`src/rtl/pwr_ctrl_pkg.sv`:
```
`default_nettype none
// ============================================================================
// Module      : pwr_ctrl_pkg
// Description : Shared types and default delays for the PD1 power sequencer.
//               The state encoding is also visible in the status registers.
// Revision    : 1.0 - initial release
// ============================================================================
package pwr_ctrl_pkg;

    // Fixed encodings; software decodes o_pwr_state with these values
    typedef enum logic [2:0] {
        ST_ON      = 3'd0,
        ST_SLP_REQ = 3'd1,
        ST_ISO     = 3'd2,
        ST_PD_OFF  = 3'd3,
        ST_SLEEP   = 3'd4,
        ST_WAKE    = 3'd5,
        ST_RST_REL = 3'd6
    } pwr_state_e;

    // Default delay constants
    localparam int DEF_ISO_DLY     = 4;
    localparam int DEF_RST_DLY     = 8;
    localparam int DEF_ACK_TIMEOUT = 255;
    localparam int DEF_PG_TIMEOUT  = 255;
    localparam int DEF_CNT_W       = 8;

    // Control outputs driven towards PD1 and the dcdc_enable stage
    typedef struct packed {
        logic dcdc_enable;
        logic sleep_req;
        logic pwr_on_ack;
        logic iso_en;
        logic pd1_clk_en;
        logic pd1_rst;
    } pwr_outs_t;

    // Output decode for each state
    function automatic pwr_outs_t state_outs(input pwr_state_e st);
        pwr_outs_t o;
        case (st)
            ST_ON:      o = '{1'b1, 1'b0, 1'b1, 1'b0, 1'b1, 1'b0};
            ST_SLP_REQ: o = '{1'b1, 1'b1, 1'b0, 1'b0, 1'b1, 1'b0};
            ST_ISO:     o = '{1'b1, 1'b1, 1'b0, 1'b1, 1'b0, 1'b0};
            ST_PD_OFF:  o = '{1'b0, 1'b1, 1'b0, 1'b1, 1'b0, 1'b1};
            ST_SLEEP:   o = '{1'b0, 1'b1, 1'b0, 1'b1, 1'b0, 1'b1};
            ST_WAKE:    o = '{1'b1, 1'b0, 1'b1, 1'b1, 1'b0, 1'b1};
            ST_RST_REL: o = '{1'b1, 1'b0, 1'b1, 1'b1, 1'b1, 1'b1};
            default:    o = '{1'b1, 1'b0, 1'b1, 1'b0, 1'b1, 1'b0};
        endcase
        return o;
    endfunction

endpackage
`default_nettype wire

```
`src/rtl/pd1_pwr_sequencer.sv`:
```
`default_nettype none
// ============================================================================
// Module      : pd1_pwr_sequencer
// Description : PD1 sleep/wake sequencer on the always-on clock. Drives the
//               PD1 handshake, isolation, clock gate and domain reset, plus
//               the raw DCDC enable / sleep request / power-on acknowledge.
// Revision    : 1.0 - initial release
// ============================================================================
module pd1_pwr_sequencer
    import pwr_ctrl_pkg::*;
#(
    parameter int ISO_DLY     = DEF_ISO_DLY,
    parameter int RST_DLY     = DEF_RST_DLY,
    parameter int ACK_TIMEOUT = DEF_ACK_TIMEOUT,
    parameter int PG_TIMEOUT  = DEF_PG_TIMEOUT,
    parameter int CNT_W       = DEF_CNT_W
) (
    input  logic       i_aon_clk,
    input  logic       i_soc_pwr_on_rst,
    input  logic       i_sw_sleep_req,
    input  logic       i_wakeup_evt,
    input  logic       i_hw_sleep_ack,
    input  logic       i_pwr_good,
    output logic       o_dcdc_enable,
    output logic       o_sleep_req,
    output logic       o_pwr_on_ack,
    output logic       o_iso_en,
    output logic       o_pd1_clk_en,
    output logic       o_pd1_rst,
    output logic       o_timeout_err,
    output logic [2:0] o_pwr_state
);

    // Terminal counts: the counter reads 0 on the first cycle of a state
    localparam logic [CNT_W-1:0] c_ISO_LAST = CNT_W'(ISO_DLY - 1);
    localparam logic [CNT_W-1:0] c_RST_LAST = CNT_W'(RST_DLY - 1);
    localparam logic [CNT_W-1:0] c_ACK_LAST = CNT_W'(ACK_TIMEOUT - 1);
    localparam logic [CNT_W-1:0] c_PG_LAST  = CNT_W'(PG_TIMEOUT - 1);

    pwr_state_e       r_state;
    pwr_state_e       w_state_nxt;
    logic [CNT_W-1:0] r_cnt;
    logic [CNT_W-1:0] w_cnt_nxt;
    logic             r_wake_pend;
    logic             w_wake_pend_nxt;
    logic             w_timeout;
    logic             r_timeout_err;
    pwr_outs_t        r_outs;

    // Next-state, counter, pending-wake and timeout decode
    always_comb begin
        w_state_nxt     = r_state;
        w_timeout       = 1'b0;
        w_wake_pend_nxt = r_wake_pend;

        case (r_state)
            ST_ON: begin
                if (i_sw_sleep_req && !i_wakeup_evt) w_state_nxt = ST_SLP_REQ;
            end
            ST_SLP_REQ: begin
                // Wakeup wins over a same-cycle acknowledge
                if (i_wakeup_evt) begin
                    w_state_nxt = ST_ON;
                end else if (i_hw_sleep_ack) begin
                    w_state_nxt = ST_ISO;
                end else if (r_cnt == c_ACK_LAST) begin
                    w_state_nxt = ST_ON;
                    w_timeout   = 1'b1;
                end
            end
            ST_ISO: begin
                if (r_cnt == c_ISO_LAST) w_state_nxt = ST_PD_OFF;
            end
            ST_PD_OFF: begin
                if (!i_pwr_good) w_state_nxt = ST_SLEEP;
            end
            ST_SLEEP: begin
                if (i_wakeup_evt || r_wake_pend) w_state_nxt = ST_WAKE;
            end
            ST_WAKE: begin
                if (i_pwr_good) begin
                    w_state_nxt = ST_RST_REL;
                end else if (r_cnt == c_PG_LAST) begin
                    w_state_nxt = ST_SLEEP;
                    w_timeout   = 1'b1;
                end
            end
            ST_RST_REL: begin
                if (r_cnt == c_RST_LAST) w_state_nxt = ST_ON;
            end
            default: begin
                w_state_nxt = ST_ON;
            end
        endcase

        // Sleep is already committed in ISO/PD_OFF, so remember the event
        if (w_state_nxt == ST_WAKE) begin
            w_wake_pend_nxt = 1'b0;
        end else if ((r_state == ST_ISO || r_state == ST_PD_OFF) && i_wakeup_evt) begin
            w_wake_pend_nxt = 1'b1;
        end

        // Single shared counter: restart on state change, saturate otherwise
        if (w_state_nxt != r_state) begin
            w_cnt_nxt = '0;
        end else if (r_state == ST_SLP_REQ || r_state == ST_ISO ||
                     r_state == ST_WAKE    || r_state == ST_RST_REL) begin
            w_cnt_nxt = (r_cnt == {CNT_W{1'b1}}) ? r_cnt : r_cnt + 1'b1;
        end else begin
            w_cnt_nxt = '0;
        end
    end

    // State, counter and registered outputs; reset forces the ON outputs
    always_ff @(posedge i_aon_clk or posedge i_soc_pwr_on_rst) begin
        if (i_soc_pwr_on_rst) begin
            r_state       <= ST_ON;
            r_cnt         <= '0;
            r_wake_pend   <= 1'b0;
            r_timeout_err <= 1'b0;
            r_outs        <= state_outs(ST_ON);
        end else begin
            r_state       <= w_state_nxt;
            r_cnt         <= w_cnt_nxt;
            r_wake_pend   <= w_wake_pend_nxt;
            r_timeout_err <= w_timeout;
            r_outs        <= state_outs(w_state_nxt);
        end
    end

    assign o_dcdc_enable = r_outs.dcdc_enable;
    assign o_sleep_req   = r_outs.sleep_req;
    assign o_pwr_on_ack  = r_outs.pwr_on_ack;
    assign o_iso_en      = r_outs.iso_en;
    assign o_pd1_clk_en  = r_outs.pd1_clk_en;
    assign o_pd1_rst     = r_outs.pd1_rst;
    assign o_timeout_err = r_timeout_err;
    assign o_pwr_state   = r_state;

endmodule
`default_nettype wire

```
`config.mk`:
```
export PLATFORM = sky130hd
export DESIGN_NAME = pd1_pwr_sequencer
export DESIGN_NICKNAME = d
export VERILOG_FILES = /design/src/rtl/pwr_ctrl_pkg.sv /design/src/rtl/pd1_pwr_sequencer.sv
export SDC_FILE = /design/constraint.sdc
export NUM_CORES = 1
export LEC_CHECK = 0
export ABC_AREA = 0
export CORE_MARGIN = 8
export CORE_UTILIZATION = 50
export CTS_CLUSTER_DIAMETER = 80
export DETAILED_ROUTE_END_ITERATION = 10
export HOLD_SLACK_MARGIN = 0.1
export PLACE_DENSITY = 0.75
export SYNTH_ARGS = -nofsm -noshare
export SYNTH_HDL_FRONTEND = slang
export SYNTH_SLANG_ARGS = --single-unit
```
`constraint.sdc`:
```
create_clock -name i_aon_clk -period 5.94 [get_ports i_aon_clk]
set_input_delay 1.188 -clock i_aon_clk [delete_from_list [all_inputs] [get_ports i_aon_clk]]
set_output_delay 1.188 -clock i_aon_clk [all_outputs]
set_load 0.1 [all_outputs]
```
=== Word-level counts from Yosys, hierarchy flattened ===
Index checks and enable logic that the tools add are counted.

* Register bits: 19
* Word-level logic and storage cells: 62
* Input port bits: 6

* Eq/ne operators: 18
* Reduce and logical (&&, ||, !) cells: 11
* Multiplexer cells: 22
* Add/subtract/negate cells: 1

{| class="wikitable"
|+ Operator list
! kind !! number
|-
| $mux 3 || 10
|-
| $pmux 6 s5 || 1
|-
| $mux 8 || 3
|-
| $pmux 3 s7 || 1
|-
| $eq 3x3->1 const B || 6
|-
| $eq 8x8->1 const B || 2
|-
| $eq 3x2->1 const B || 4
|-
| $add 8x1->8 const B || 1
|-
| $eq 8x2->1 const B || 1
|-
| $eq 8x3->1 const B || 1
|-
| $eq 3x1->1 const B || 2
|-
| $mux 1 || 6
|-
| $logic_or 1x1->1 || 5
|-
| $logic_not 3->1 || 1
|-
| $ne 3x3->1 || 1
|-
| $ne 3x3->1 const B || 1
|-
| $logic_and 1x1->1 || 2
|-
| $pmux 1 s2 || 1
|-
| $reduce_bool 2->1 || 1
|-
| $reduce_or 2->1 || 1
|-
| $logic_not 1->1 || 1
|}

=== Depth between registers and ports, before layout ===
Gate-level depths: netlist (run 1).

* Depth in word-level cells: 8
* Depth in mapped cells: 6
* Depth with buffers taken out: 6

=== Least setup slack after synthesis (run 1) ===
OpenSTA, ideal clock, no wires.

* Kind: flip-flop to flip-flop
* From: register r_state[0] (netlist: o_pwr_state[0])
* To: register r_outs, in the netlist o_sleep_req
* Data arrival time: 2.253 ns
* Cell stages (with the launch flop): 7
* Path slack: 3.553 ns
* Path buffers: 1
* Cell sequence: dfrtp_1 > clkbuf_1 > nor2b_1 > nor3_1 > a311o_1 > or3_4 > xnor2_1

* Elaborated cells on any way between the ends: 26
* Those cells by class: 12 x eq/ne; 12 x mux; 2 x reduce/logical

{| class="wikitable"
|+ RTL lines
! what !! RTL line !! RTL
|-
| start, declared || pd1_pwr_sequencer.sv:40 || <nowiki>pwr_state_e r_state;</nowiki>
|-
| start signal, assigned || pd1_pwr_sequencer.sv:123 || <nowiki>r_state <= w_state_nxt;</nowiki>
|-
| $eq 3x3->1 (tied with other cells) || pd1_pwr_sequencer.sv:56 || <nowiki>case (r_state)</nowiki>
|-
| $pmux 3 s7 * || pd1_pwr_sequencer.sv:56 ||
|-
| net w_state_nxt[1] || pd1_pwr_sequencer.sv:41 || <nowiki>pwr_state_e w_state_nxt;</nowiki>
|-
| $eq 3x3->1 / $eq 3x2->1 (equally long branches) || pwr_ctrl_pkg.sv:41 || <nowiki>case (st)</nowiki>
|-
| $reduce_or 2->1 (no line) || -- ||
|-
| $pmux 6 s5 * || pwr_ctrl_pkg.sv:41 ||
|-
| end signal, assigned || pd1_pwr_sequencer.sv:121 || <nowiki>r_outs <= state_outs(ST_ON);</nowiki>
|-
| end signal, assigned || pd1_pwr_sequencer.sv:127 || <nowiki>r_outs <= state_outs(w_state_nxt);</nowiki>
|-
| end, declared || pd1_pwr_sequencer.sv:48 || <nowiki>pwr_outs_t r_outs;</nowiki>
|}

Mark *: on every way through the listed nets, which the timed path passes. The rest lies on a longest branch.
A chain may end at the register's enable or synchronous reset.

=== Worst setup path after layout (run 1) ===
* From: register r_state[2] (netlist: o_pwr_state[2])
* To: output port o_pwr_state[2]

{| class="wikitable"
|+ RTL lines
! what !! RTL line !! RTL
|-
| end, declared || pd1_pwr_sequencer.sv:31 || <nowiki>output logic [2:0] o_pwr_state</nowiki>
|}

No word-level cell between the ends.

==> flow_metrics.tcl, run 1 <==
set metrics [dict create \
    status "complete, no violations" \
    arrival_ns 2.11 \
    multi_input_area_um2 488 \
    via_count 780 \
    tritoncts "done" \
    synth.top_cell.area_share_pct 40.0 \
    die_h_um 60.8 \
    clkLatencyLatePin_ns 0.30 \
    endpoint_kind "output port" \
    crit_slowest_cell "clkdlybuf4s50_1" \
    antenna_found_initial 0 \
    drt_iter0_markers 17 \
    synth_top_area_cell "dfrtp_1" \
    grt_pass1_wl_um 3330 \
    wire_per_inst_um 13.3 \
    fmax_mhz 303 \
    avgSynthCellArea_um2 9.83 \
    place.gp.congestion 0.850 \
    setup_viol 0 \
    synth_area_leaders "dfrtp_1, dfstp_2, nor2_1, nor2b_1, xnor2_1" \
    start_kind "flip-flop" \
    yosys_warnings 0 \
    yosysUniqueCellTypes 33 \
    grt_pass1_vias 744 \
    utilization_pct 62.5 \
    netlist_instances 102 \
    ios 16 \
    finalWirelength_um 1920 \
    yosys_most_used_dff "dfrtp_1" \
    period_minus_slack_ns 3.30 \
    yosysMostFrequentCell "dfrtp_1" \
    rows 16 \
    drive_gt1_share_pct 10.2 \
    seqCellArea_um2 479 \
    hold_viol_final 0 \
    clock_sinks 19 \
    path_max_fanout 13 \
    post_cts_buffers 0 \
    nets 127 \
    synth_edf_count 0 \
    tightest_slew_ns 0.982 \
    hp-class "reg2reg" \
    crit_family "buffers and inverters" \
    drv_slew 0 \
    cts.reportedPaths.clkPinSlew_ns 0.11 \
    rsz0062_at_grt "no" \
    die_w_um 60.8 \
    post_cts_resized 0 \
    via_per_inst 5.38 \
    ys_seq_area_share_pct 47.8 \
    cts_buffers 3 \
    design.die.area_um2 3690 \
    synth_area_um2 1000 \
    grt_usage_pct 11.8 \
    cap_violations 0 \
    path_cells "clkdlybuf4s50_1" \
    tns_ns 0 \
    antenna_cells 0 \
    cts.path.max_buffers 2 \
    max_slew_margin_pct 34.3 \
    ant_nets 0 \
    port_buffers 15 \
    grt_max_degree 20 \
    critical_path_required_ns 4.75 \
    route.detailed.drc 0 \
    core_um2 1920 \
    worst-path-buf-inv 1 \
    syn_nets 110 \
    hold_buffers 0 \
    grt-ovfl-total 0 \
    h-tree-depth 1 \
    max_stage_delay_ns 1.22 \
    dr.pass1.iters 4 \
    crit_type "reg2out" \
    synthTopCellsByCount "dfrtp_1, nor2_1, inv_1, nand3_1, nor2b_1" \
    hpwl_um 1440 \
    synth_seq_cells 19 \
    period_share_pct 55.6 \
    cts_root_buf "clkbuf_4" \
    start_util_pct 52.1 \
    n_fill_cell 179 \
    async_flop_share_pct 100 \
    syn_to_final_growth_pct 19.9 \
    fin_skew_ns 0.00251 \
]
==> layout by cell type, fill, tap and decap left out, drive strengths merged <==
cell           instances
a311o                  1
nand4b                 1
nor3                   3
nor2b                  6
clkinv                 1
nor4b                  3
nand4                  2
clkbuf                 3
nand3                  6
ha                     2
or2                    1
a221oi                 1
inv                    6
a21oi                  3
a211oi                 2
a31o                   1
dfrtp                 16
and4                   1
o21a                   2
nand2                  5
xor2                   2
o211ai                 2
dfstp                  3
nand3b                 2
a21boi                 1
or3b                   1
and3                   2
xnor2                  4
o21ai                  5
nor2                  12
a31oi                  2
clkdlybuf4s50         15
or3                    1
==> per-stage QoR <==
step           hold WS (ns)  instances  cell area (um^2)  worst slack (ns)
3_3_place_gp          0.587        141              1170              2.98
2_1_floorplan         0.541        102              1000              3.55
4_1_cts               0.610        145              1200              2.62
6_report              0.610        145              1200              2.64
3_5_place_dp          0.590        141              1170              2.95
5_1_grt               0.642        145              1200              2.56
==> logic make-up (layout without fill, tap and decap cells) <==
logic type | Yosys count | in the layout | share of synthesized area [%]
AOI/OAI and AO/OA | 20 | 20 | 13.9
xor gates and xnor gates | 6 | 6 | 5.24
adders and majority gates | 2 | 2 | 2.50
buffers and inverters | 9 | 25 | 3.50
DFF | 19 | 19 | 47.8
and+or+nand+nor | 46 | 46 | 27.1
==> registers in the layout (all words and copies together) (netlist names) <==
register / flops
o_pwr_state: 3
o_timeout_err: 1
o_pd1_rst: 1
o_pd1_clk_en: 1
r_wake_pend: 1
o_dcdc_enable: 1
o_sleep_req: 1
r_cnt: 8
o_pwr_on_ack: 1
o_iso_en: 1
==> cell type report <==
cell class | instances | area share, %
flip-flops and latches | 19 | 39.9
well taps | 27 | 2.81
clock inverters | 1 | 0.417
multi-input cells | 74 | 40.6
clock buffers | 3 | 1.88
repair buffers | 15 | 12.5
inverters | 6 | 1.88
==> worst paths after layout <==
path	startpoint	endpoint	slack (ns)	cells after the start
setup / recovery	o_pwr_state[2]	o_pwr_state[2]	2.64	1
hold / removal	r_cnt[3]	o_timeout_err	0.61	2
setup reg to reg	r_cnt[0]	o_sleep_req	3.73	6
hold reg to reg	r_cnt[3]	o_timeout_err	0.61	2
max in group asynchronous	i_soc_pwr_on_rst	r_cnt[1]	4.24	2
min in group asynchronous	i_soc_pwr_on_rst	r_cnt[6]	1.27	2
==> metal layers <==
layer	part of all wire [%]	global-route usage (%)	vias to the layer above
li1	-	-	389
met1	48	15.3	369
met2	45	18.3	18
met3	4.7	2.33	4
met4	1.5	5.32	0
met5	0	0	-
Power of run 1 is left out: the tool's default activity adds up to more than one toggle a clock period on the data nets, which glitch-free logic cannot reach.
==> inputs of run 2 (changes only) <==
- clock period: 5.94 -> 3.13 ns (I/O delays scaled with it)
==> flow_metrics.tcl, run 2 (synthesized netlist as in run 1, its figures left out) <==
set metrics [dict create \
    h-tree-depth 1 \
    cts.path.max_buffers 2 \
    regMostFlops "r_cnt" \
    post_cts_resized 0 \
    setup_viol 0 \
    port_buffers 15 \
    max_slew_margin_pct 54.1 \
    route.met3.wl_um 126 \
    crit_slowest_cell "dfrtp_1" \
    hold_viol_final 0 \
    path_cells "ha_1 -> nor4b_4 -> nand3_1 -> a311o_1 -> or3_4 -> xnor2_1" \
    start_kind "flip-flop" \
    grt-ovfl-total 0 \
    grt_pass1_vias 730 \
    ant_nets 0 \
    m1WireLength_um 951 \
    rows 16 \
    grt_pass1_wl_um 3360 \
    antenna_found_initial 0 \
    cts_root_buf "clkbuf_4" \
    period_minus_slack_ns 2.25 \
    utilization_pct 61.2 \
    nets 127 \
    layout_common_cells "dfrtp_1, nor2_1, buf_4" \
    hold_slack_ns 0.615 \
    grt_max_degree 20 \
    reg2reg_slack_ns 0.88 \
    fmax_mhz 444 \
    tritoncts "done" \
    cts.reportedPaths.clkPinSlew_ns 0.11 \
    status "complete, no violations" \
    die_h_um 60.8 \
    critical_path_required_ns 3.30 \
    place.gp.congestion 0.822 \
    max_stage_delay_ns 0.44 \
    fin_skew_ns 0.00247 \
    n_fill_cell 181 \
    route.met2.wl_um 962 \
    cap_violations 0 \
    wire_per_inst_um 14.2 \
    die_w_um 60.8 \
    largest_reg_flops 8 \
    tns_ns 0 \
    top_layer "met4" \
    drt_iter0_markers 22 \
    cts_buffers 3 \
    via_count 782 \
    path_max_fanout 6 \
    hp-class "reg2reg" \
    final_common_cell "dfrtp_1" \
    hpwl_um 1470 \
    finalWirelength_um 2050 \
    via_per_inst 5.39 \
    dr.pass1.iters 4 \
    syn_to_final_growth_pct 17.4 \
    crit_type "reg2reg" \
    clock_sinks 19 \
    drive_gt1_share_pct 18.6 \
    endpoint_kind "flip-flop" \
    route.detailed.drc 0 \
    tightest_slew_ns 0.688 \
    hold_buffers 0 \
    grt_usage_pct 11.7 \
    antenna_cells 0 \
    clkLatencyLatePin_ns 0.29 \
    start_util_pct 52.1 \
    post_cts_buffers 0 \
    ios 16 \
    period_share_pct 71.9 \
    core_um2 1920 \
    rsz0062_at_grt "no" \
    design.die.area_um2 3690 \
    drv_slew 0 \
    arrival_ns 2.42 \
]
run 2: changes by cell type in the layout (fill, tap and decap cells not counted), sizes merged:
| cell | change |
|---|---|
| buf | +10 |
| clkdlybuf4s50 | -10 |
run 2: worst max-delay path, delay by kind of cell (launching register included):
kind / cells / cell delay [ns]
XOR/XNOR: 1 / 0.13
AND/OR/NAND/NOR: 3 / 0.83
adder cells (fa/ha/maj): 1 / 0.29
flip-flops: 1 / 0.44
AO/OA/AOI/OAI: 1 / 0.44
run 2: worst paths after layout:
path / from / endpoint / cells after the start
setup / recovery: r_cnt[0] / o_sleep_req / 6
hold / removal: r_wake_pend / r_wake_pend / 2
setup reg to reg: r_cnt[0] / o_sleep_req / 6
hold reg to reg: r_wake_pend / r_wake_pend / 2
max in group asynchronous: i_soc_pwr_on_rst / o_sleep_req / 2
min in group asynchronous: i_soc_pwr_on_rst / o_iso_en / 2
run 2: per-stage QoR:
step,cells,setup slack (ns),instance area (um^2)
after floorplan,102,0.743,1000
after global placement,141,0.764,1150
after detailed placement,141,0.729,1150
after CTS,145,0.888,1180
after global routing,145,0.764,1180
final,145,0.879,1180
run 2: area by class of cell:
type,count,area [um^2],area share (%)
Sequential cell,19,479,40.7
Inverter,6,22.5,1.91
Multi-Input combinational cell,74,488,41.5
Clock buffer,3,22.5,1.91
Tap cell,27,33.8,2.87
Timing Repair Buffer,15,125,10.6
Clock inverter,1,5.00,0.426
run 2: layer usage:
metal  GRT usage (%)  vias to the layer above
met5               0                        -
met4            4.98                        0
met3            2.97                        2
met2            18.9                       16
met1            14.5                      371
li1                -                      393
Power of run 2 is left out for the same reason.
==> inputs of run 3 (changes only) <==
- CORE_UTILIZATION: 50 -> 46
- PLACE_DENSITY: 0.75 -> 0.73
- clock period: 3.13 -> 1.95 ns (I/O delays scaled with it)
==> flow_metrics.tcl, run 3 (synthesized netlist as in run 1, its figures left out) <==
set metrics [dict create \
    status "complete, no violations" \
    place.gp.congestion 0.884 \
    start_kind "flip-flop" \
    drive_gt1_share_pct 32.4 \
    period_share_pct 97.2 \
    max_slew_margin_pct 79.4 \
    n_fill_cell 164 \
    drt_iter0_markers 8 \
    crit_type "reg2reg" \
    grt_usage_pct 11.7 \
    hold_slack_ns 0.333 \
    wire_per_inst_um 13.2 \
    fmax_mhz 528 \
    tightest_slew_ns 0.309 \
    hold_viol_final 0 \
    ant_nets 0 \
    ios 16 \
    multi_input_area_um2 490 \
    reg2reg_slack_ns 0.06 \
    drv_slew 0 \
    cap_violations 0 \
    tritoncts "done" \
    regMostFlops "r_cnt" \
    start_util_pct 47.1 \
    finalWirelength_um 2170 \
    clkLatencyLatePin_ns 0.29 \
    rows 17 \
    rsz0062_at_grt "yes" \
    utilization_pct 65.8 \
    startpoint "r_cnt[0]" \
    h-tree-depth 1 \
    vdd_drop_max_uv 1610 \
    power_mw 2.47 \
    arrival_ns 2.07 \
    via_count 861 \
    tns_ns 0 \
    p_leak_nw 0.598 \
    r2r_end "o_sleep_req" \
    seqCellArea_um2 488 \
    nets 145 \
    hpwl_um 1710 \
    cts_buffers 3 \
    final_common_cell "buf_4" \
    cts.path.max_buffers 2 \
    dp_slack_ns -0.141 \
    die_w_um 62.7 \
    route.detailed.drc 0 \
    hp-class "in2async" \
    port_buffers 15 \
    antenna_found_initial 0 \
    cp-endpoint "o_sleep_req" \
    r2r_start "r_cnt[0]" \
    cts_root_buf "clkbuf_4" \
    grt_pass1_vias 881 \
    setup_ws_ns 0.0550 \
    critical_path_required_ns 2.13 \
    antenna_cells 0 \
    setup_viol 0 \
    syn_to_final_growth_pct 39.6 \
    design.die.area_um2 3930 \
    period_minus_slack_ns 1.89 \
    clock_sinks 19 \
    grt_max_degree 14 \
    largest_reg_flops 8 \
    die_h_um 62.7 \
    cts.reportedPaths.clkPinSlew_ns 0.11 \
    hold_buffers 0 \
    reg2reg_depth 6 \
    layout_common_cells "buf_4, dfrtp_1, nor2_1" \
    grt-ovfl-total 0 \
    core_um2 2130 \
    dr.pass1.iters 4 \
    path_max_fanout 4 \
    grt_pass1_wl_um 3820 \
    via_per_inst 5.25 \
    powerDensity_nw_per_um2 1770 \
    fin_skew_ns 0.00341 \
    endpoint_kind "flip-flop" \
]
==> run 3: cell count changes in the layout (fill, tap and decap cells not counted), moves of 2 or more <==
cell | previous run | this run
dfrtp_1 | 16 | 13
buf_4 | 10 | 22
buf_12 | 0 | 6
dfrtp_4 | 0 | 2
==> run 3: per-stage QoR <==
step | cell area (um^2) | std cells
finish | 1400 | 164
global route | 1400 | 164
CTS | 1380 | 162
detailed placement | 1360 | 158
global placement | 1360 | 158
floorplan | 1020 | 102
==> run 3: routing by layer <==
| metal | vias to the layer above | part of all wire [%] | global-route usage [%] |
|---|---|---|---|
| met5 | - | 0 | 0 |
| met4 | 0 | 0.78 | 5.70 |
| met3 | 2 | 3.0 | 2.15 |
| met2 | 15 | 51 | 20.1 |
| met1 | 414 | 45 | 13.6 |
| li1 | 430 | - | - |
==> run 3: power by group <==
| group | leakage [nW] | internal [mW] | switching [mW] |
|---|---|---|---|
| clock | 0.0177 | 0.0761 | 0.118 |
| combinational | 0.347 | 0.584 | 0.996 |
| sequential | 0.233 | 0.555 | 0.145 |
| total | 0.598 | 1.21 | 1.26 |
==> run 3: layout make-up <==
type / instances / area share, %
flip-flops and latches: 19 / 34.9
multi-input cells: 74 / 35.1
clock buffers: 3 / 1.61
inverters: 6 / 1.61
well taps: 28 / 2.50
repair buffers: 33 / 24.0
clock inverters: 1 / 0.358
==> run 3: critical path, cell delays in order, from the launching register on <==
cell and delay [ns]:
dfrtp_1 0.38, ha_2 0.18, nor4b_4 0.20, nand3_1 0.14, a311o_1 0.38, or3_4 0.36
xnor2_1 0.14
==> run 3: how the worst min path moves through the flow <==
stage,from,end,cells after the start
2_1_floorplan,i_soc_pwr_on_rst,o_iso_en,1
3_3_place_gp,r_wake_pend,r_wake_pend,2
3_5_place_dp,r_wake_pend,r_wake_pend,2
4_1_cts,i_soc_pwr_on_rst,r_wake_pend,2
5_1_grt,i_soc_pwr_on_rst,o_timeout_err,2
6_report,i_soc_pwr_on_rst,r_cnt[2],2
==> run 3: timing repair <==
item	CTS	global route
endpoints found under the setup margin	0	3
gates resized for setup	0	0
buffers inserted	0	2
No activity file was read; power rests on OpenSTA's default activity.
